**config.mk**
```make
export PLATFORM = sky130hd
export DESIGN_NAME = dmem_responder
export DESIGN_NICKNAME = d
export VERILOG_FILES = /design/src/rtl/mips_mem_pkg.sv /design/src/rtl/dmem_ram.sv /design/src/rtl/dmem_responder.sv
export SDC_FILE = /design/constraint.sdc
export NUM_CORES = 2
export LEC_CHECK = 0
export CORE_MARGIN = 2
export CORE_UTILIZATION = 30
export DETAILED_ROUTE_END_ITERATION = 10
export HOLD_SLACK_MARGIN = 0.08
export REMOVE_ABC_BUFFERS = 1
export SETUP_SLACK_MARGIN = 0.1
export SYNTH_ARGS = -nofsm -noshare
export SYNTH_HDL_FRONTEND = slang
export SYNTH_HIERARCHICAL = 1
export SYNTH_SLANG_ARGS = --single-unit
```
**constraint.sdc**
```tcl
create_clock -name clk -period 5.7 [get_ports clk]
set_clock_uncertainty 0.15 [all_clocks]
set_input_delay 1.425 -clock clk [delete_from_list [all_inputs] [get_ports clk]]
set_output_delay 1.425 -clock clk [all_outputs]
set_load 0.005 [all_outputs]
```
**src/rtl/mips_mem_pkg.sv**
```systemverilog
// Address map, IO register offsets and responder FSM states for the MIPS data memory.
// Latency: n/a (constants and types only).
// Backpressure: n/a.
package mips_mem_pkg;

    localparam logic [31:0] RAM_BASE  = 32'h1001_0000;
    localparam logic [31:0] IO_BASE   = 32'h1002_0000;

    localparam logic [31:0] LED_OFF   = 32'h0000_0000;
    localparam logic [31:0] CYC_OFF   = 32'h0000_0004;
    localparam logic [31:0] STAT_OFF  = 32'h0000_0008;

    localparam logic [31:0] LED_ADDR  = IO_BASE + LED_OFF;
    localparam logic [31:0] CYC_ADDR  = IO_BASE + CYC_OFF;
    localparam logic [31:0] STAT_ADDR = IO_BASE + STAT_OFF;

    typedef enum logic [1:0] {
        ST_IDLE = 2'd0,
        ST_BUSY = 2'd1,
        ST_DONE = 2'd2
    } state_t;

endpackage

```
**src/rtl/dmem_ram.sv**
```systemverilog
// Nloc x Dbits word RAM: one asynchronous read port, one synchronous write port.
// Latency: read combinational, write commits on the rising edge.
// Backpressure: none; the caller gates the write enable.
module dmem_ram #(
    parameter int Nloc  = 64,
    parameter int Dbits = 32
) (
    input  logic                     clk,
    input  logic                     we,
    input  logic [$clog2(Nloc)-1:0]  waddr,
    input  logic [Dbits-1:0]         wdata,
    input  logic [$clog2(Nloc)-1:0]  raddr,
    output logic [Dbits-1:0]         rdata
);

    logic [Dbits-1:0] mem_q [Nloc];

    // Storage is deliberately not reset so contents survive a core reset.
    always_ff @(posedge clk) begin
        if (we) begin
            mem_q[waddr] <= wdata;
        end
    end

    assign rdata = mem_q[raddr];

endmodule

```
**src/rtl/dmem_responder.sv**
```systemverilog
// Data-memory responder: RAM plus LED / free-running CYCLES / sticky-error STATUS registers.
// Latency: writes zero-wait; reads combinational (WAIT=0) or WAIT stall cycles via IDLE/BUSY/DONE.
// Backpressure: enable low stalls the core while a read is in flight; writes are gated by enable.
module dmem_responder
    import mips_mem_pkg::*;
#(
    parameter int Nloc  = 64,
    parameter int Dbits = 32,
    parameter int WAIT  = 1
) (
    input  logic             clk,
    input  logic             reset,
    input  logic             mem_rd,
    input  logic             mem_wr,
    input  logic [31:0]      mem_addr,
    input  logic [Dbits-1:0] mem_writedata,
    output logic [Dbits-1:0] mem_readdata,
    output logic             enable,
    output logic [15:0]      led
);

    localparam int AW = $clog2(Nloc);

    state_t           state_q, state_d;
    logic [1:0]       cnt_q, cnt_d;
    logic [31:2]      addr_q, addr_d;
    logic [Dbits-1:0] rdata_q, rdata_d;
    logic [15:0]      led_q, led_d;
    logic [31:0]      cycles_q, cycles_d;
    logic             err_q, err_d;

    logic [31:2]      rd_addr;
    logic [Dbits-1:0] rd_val;
    logic             rd_mapped;
    logic             rd_fire;
    logic             wr_fire;
    logic             collide;
    logic             ram_we;
    logic [Dbits-1:0] ram_rdata;

    // Byte-lane bits carry no meaning for word accesses.
    logic unused_addr_lsbs;
    assign unused_addr_lsbs = ^mem_addr[1:0];

    function automatic logic in_ram(input logic [31:2] a);
        return a[31:AW+2] == RAM_BASE[31:AW+2];
    endfunction

    dmem_ram #(
        .Nloc  (Nloc),
        .Dbits (Dbits)
    ) u_ram (
        .clk   (clk),
        .we    (ram_we),
        .waddr (mem_addr[AW+1:2]),
        .wdata (mem_writedata),
        .raddr (rd_addr[AW+1:2]),
        .rdata (ram_rdata)
    );

    // Read address: live bus when combinational or just being accepted, else the latched one.
    always_comb begin
        rd_addr = (WAIT == 0 || state_q == ST_IDLE) ? mem_addr[31:2] : addr_q;
    end

    // Read mux over RAM and IO registers; anything else reads as zero and is flagged.
    always_comb begin
        rd_val    = '0;
        rd_mapped = 1'b1;
        if (in_ram(rd_addr)) begin
            rd_val = ram_rdata;
        end else if (rd_addr == LED_ADDR[31:2]) begin
            rd_val = Dbits'(led_q);
        end else if (rd_addr == CYC_ADDR[31:2]) begin
            rd_val = Dbits'(cycles_q);
        end else if (rd_addr == STAT_ADDR[31:2]) begin
            rd_val = Dbits'(err_q);
        end else begin
            rd_mapped = 1'b0;
        end
    end

    // Wait-state FSM: enable, next state, countdown, address latch and read-data capture.
    always_comb begin
        state_d = state_q;
        cnt_d   = cnt_q;
        addr_d  = addr_q;
        rdata_d = rdata_q;
        enable  = 1'b1;
        rd_fire = 1'b0;
        if (WAIT == 0) begin
            rd_fire = mem_rd & ~mem_wr;
        end else begin
            case (state_q)
                ST_IDLE: begin
                    // A simultaneous store must still go through, so only a pure load stalls.
                    enable = ~(mem_rd & ~mem_wr);
                    if (mem_rd && !mem_wr) begin
                        addr_d  = mem_addr[31:2];
                        cnt_d   = 2'(WAIT - 1);
                        state_d = (WAIT == 1) ? ST_DONE : ST_BUSY;
                    end
                end
                ST_BUSY: begin
                    enable = 1'b0;
                    cnt_d  = cnt_q - 2'd1;
                    if (cnt_q == 2'd1) begin
                        state_d = ST_DONE;
                    end
                end
                ST_DONE: begin
                    state_d = ST_IDLE;
                end
                default: begin
                    state_d = ST_IDLE;
                end
            endcase
            if (state_d == ST_DONE && state_q != ST_DONE) begin
                rd_fire = 1'b1;
                rdata_d = rd_val;
            end
        end
    end

    // Store decode, free-running cycle counter and sticky error flag.
    always_comb begin
        wr_fire  = mem_wr & enable;
        collide  = mem_rd & mem_wr & (WAIT == 0 || state_q == ST_IDLE);
        ram_we   = wr_fire & in_ram(mem_addr[31:2]);
        led_d    = led_q;
        err_d    = err_q;
        cycles_d = cycles_q + 32'd1;
        if (wr_fire && !in_ram(mem_addr[31:2])) begin
            if (mem_addr[31:2] == LED_ADDR[31:2]) begin
                led_d = mem_writedata[15:0];
            end else if (mem_addr[31:2] == STAT_ADDR[31:2]) begin
                err_d = 1'b0;
            end else if (mem_addr[31:2] != CYC_ADDR[31:2]) begin
                err_d = 1'b1;
            end
        end
        if ((rd_fire && !rd_mapped) || collide) begin
            err_d = 1'b1;
        end
    end

    // State registers; RAM contents live in dmem_ram and are untouched by reset.
    always_ff @(posedge clk or posedge reset) begin
        if (reset) begin
            state_q  <= ST_IDLE;
            cnt_q    <= '0;
            addr_q   <= '0;
            rdata_q  <= '0;
            led_q    <= '0;
            cycles_q <= '0;
            err_q    <= 1'b0;
        end else begin
            state_q  <= state_d;
            cnt_q    <= cnt_d;
            addr_q   <= addr_d;
            rdata_q  <= rdata_d;
            led_q    <= led_d;
            cycles_q <= cycles_d;
            err_q    <= err_d;
        end
    end

    assign mem_readdata = (WAIT == 0) ? rd_val : rdata_q;
    assign led          = led_q;

endmodule

```
==> results.md <==
* Delay-heaviest family, CP: buffers and inverters
* Setup repair bufs after CTS at 0
* Setup ws final at 0.720 ns
* Worst slack at placement at -0.0295 ns
* Worst rel slew slack at 14.0%
* Syn avg cell area at 22.2 um2
* VDD IR max at 0.263 mV
* Initial antenna violation count at 17
* Largest stage delay, worst path at 0.61 ns
* Max cap viols at 0
* Pwr/cell area at 344 nW/um2
* Via count at 40992
* Post-synth top flop: edfxtp_1
* Worst-Margin Slew at 1.29 ns
* FMAX at 201 MHz
* Layout cells sized above 1 at 29.8%
* Worst R2R End: mem_readdata[21]
* Crit path time final at 4.98 ns
* Final critical-path share of the clock period at 87.4%
* Total CTS buffers at 207
* Most used cell along the critical path: mux4_2
* Die extent in y at 531 um
* Clock Tree Buf Depth at 3
* Detailed Routing Iterations Pass 1 at 5
* Initial core utilization at 30.1%
* GRT Util Overall at 15.3%
* Routed vias/inst at 5.10
* Pin count of the biggest net entering global routing at 66
* # DRC at 0
* RSZ-0062 raised after global routing: false
* CP cell instances: clkdlybuf4s50_1 > or3b_1 > and2_1 > inv_8 > buf_12 > buf_4 > mux4_2 > mux4_2 > o22ai_1 > nor2_1 > a221o_1
* Routability cong. at 0.808
* Flop-to-flop setup slack at 1.12 ns
* Top cell type's share of synthesized area at 73.9%
* Cell taking the most area after synthesis: edfxtp_1
* WP data required at 6.27 ns
* Syn Inst Count at 3747
* LEAKAGE at 0.0308 uW
* Post-DP HPWL at 129000 um
* CTS Root Cell: clkbuf_16
* Layout net count at 4210
* Hold Path Stages at 1
* Fin. Hold Viols at 0
* Port Buffers at 114
* H-tree depth at 4
* Remaining antenna violation count at 0
* Worst path slowest cell: o22ai_1
* Crit. End Element: flip-flop
* Grt total ovfl at 0
* TritonCTS clock tree: built
* Library cells used by synthesis at 59
* Crit path DAT at 5.55 ns
* Die area at 282000 um2
* Total Routed Length at 219000 um
* Synthesized area at 83200 um2
* Fill count at 25371
* Bufs and invs on worst path at 4
* WL/cell at 27.2 um
* Die W at 531 um
* Total power at 33700 uW
* Status: complete, no violations
* Core region area at 276000 um2
* CP max FO at 18
* Final Setup Violations at 0
* # IOs at 117
* EDFF count, synth at 2048
* Area growth syn-to-layout at 17.9%
* Fraction of registers with async set/reset at 5.32%
* Crit path kind: in2reg
* Yosys reg bits at 2163
* Synth top area cells: edfxtp_1 74%, mux4_2 15%, dfrtp_1 3.5%
* Reg2Reg Depth at 8
* Site Rows at 193
* Vias in the first global route at 41298
* Synth warn at 6
* First-pass GRT wire length at 309000 um
* Clk sink count at 2163
* Slew Limit Fails at 0
* Skew-Pair Late Insertion Delay at 0.85 ns
* Hold Path Class: reg2reg
* Quantity of hold-fixing buffers added after cts at 0
* # resized after CTS at 0
* Worst setup SP type: input pin
* Register area share after synthesis at 77.4%
* Reg clk slew, reported paths at 0.06 ns
* First-iteration detailed-routing DRC count at 5058
* Worst flop-to-flop path startpoint: state_q[0]
* Hold Crit Start: cycles_q[31]
* Worst Hold Endpoint: cycles_q[31]
[report_power, final]
part           switching (uW)  internal, uW  leakage, uW
combinational            1550          1110      0.00754
sequential               24.3         17400       0.0199
clock                    5990          7650      0.00330
[flip-flops by register name, summed over array words and instances, names as in the netlist]
name and flops:
led 16, state_q 2, addr_q 30, err_q 1
u_ram/mem_q 2048, mem_readdata 32, cnt_q 2, cycles_q 32
[metrics by stage]
stage	util, %	area [um2]	cells	hold WS [ns]	setup TNS (ns)
floorplan	-	82200	3545	0.297	-286.74
global route	35.5	98100	8028	0.357	0
CTS	35.5	98100	8028	0.329	0
finish	35.5	98100	8033	0.324	0
global placement	33.1	91300	7636	0.314	0
detailed placement	33.1	91300	7636	0.320	-0.0295
[cell usage in the layout, fill, tap and decap left out, types with 52 or more instances in the layout]
cell / netlist / final
mux4_2: 544 / 544
clkdlybuf4s50_1: 0 / 82
buf_4: 28 / 196
clkbuf_16: 0 / 207
a21oi_1: 66 / 66
buf_12: 0 / 76
clkbuf_1: 82 / 52
nor2_1: 155 / 92
dfrtp_1: 115 / 115
nor2_4: 0 / 62
o22ai_1: 87 / 87
mux2i_1: 107 / 107
edfxtp_1: 2048 / 2048
nand2_1: 68 / 66
[layout make-up]
cell class	instances	area, um2	share of cell area [%]
diodes	5	12.5	0.0128
clock buffers	270	5530	5.63
clock inverters	122	1210	1.23
inverters	22	92.6	0.0944
multi-input cells	1360	18300	18.6
flip-flops and latches	2163	64400	65.6
well taps	3705	4640	4.73
repair buffers	386	3970	4.05
[worst reg2reg max path, delay by kind of cell (launching register included)]
kind	cells	cell delay [ns]
compound gates	3	1.79
buf+inv	1	0.44
flops	1	0.50
mux	2	0.80
simple gates	2	0.77
[metal layers]
metal / routed length [um] / track usage, % / part of all wire [%]
met5: 10 / 0 / 0.0046
met2: 108000 / 25.5 / 49
met4: 5610 / 3.78 / 2.6
met1: 89700 / 20.7 / 41
met3: 15400 / 2.80 / 7.0
[worst max path at each step]
stage | from | end | slack, ns | cells after the start
3_5_place_dp | mem_addr[2] | mem_readdata[21] | -0.03 | 11
6_report | mem_addr[2] | mem_readdata[21] | 0.72 | 11
5_1_grt | mem_addr[2] | mem_readdata[19] | 0.81 | 12
2_1_floorplan | mem_addr[2] | mem_readdata[29] | -8.98 | 9
3_3_place_gp | mem_addr[2] | mem_readdata[21] | 0.03 | 11
4_1_cts | mem_addr[2] | mem_readdata[21] | 0.88 | 11
[cell families after synthesis]
family                     after synthesis  share of synthesized area, %
xor gates and xnor gates                30                         0.316
AOI/OAI and AO/OA                      252                          2.09
and+or+nand+nor                        378                          2.23
buffers and inverters                  224                          1.34
muxes                                  698                          16.6
adders and majority gates                2                        0.0301
DFF                                   2163                          77.4
[cell usage after synthesis (3+ instances only)]
library cell	instances
edfxtp_1	2048
mux4_2	544
nor2_1	155
dfrtp_1	115
mux2i_1	107
o22ai_1	87
clkbuf_1	82
nand2_1	68
a21oi_1	66
buf_2	59
mux2_2	47
o221ai_1	42
nand3_1	30
buf_4	28
buf_1	21
xnor2_1	21
and2_1	20
inv_1	20
a221o_1	17
nor2b_1	17
a22oi_1	12
nand4_1	12
buf_6	11
nor3_1	9
nor4_1	9
xor2_1	9
a311oi_1	8
and3_1	8
nand2b_1	8
and4_1	6
nand3b_1	5
nor4b_1	5
or3_1	5
a31oi_1	4
a41o_1	4
o32ai_1	4
or2_1	3
or3b_1	3
or3b_2	3
Power figures use the tool's default switching activity.
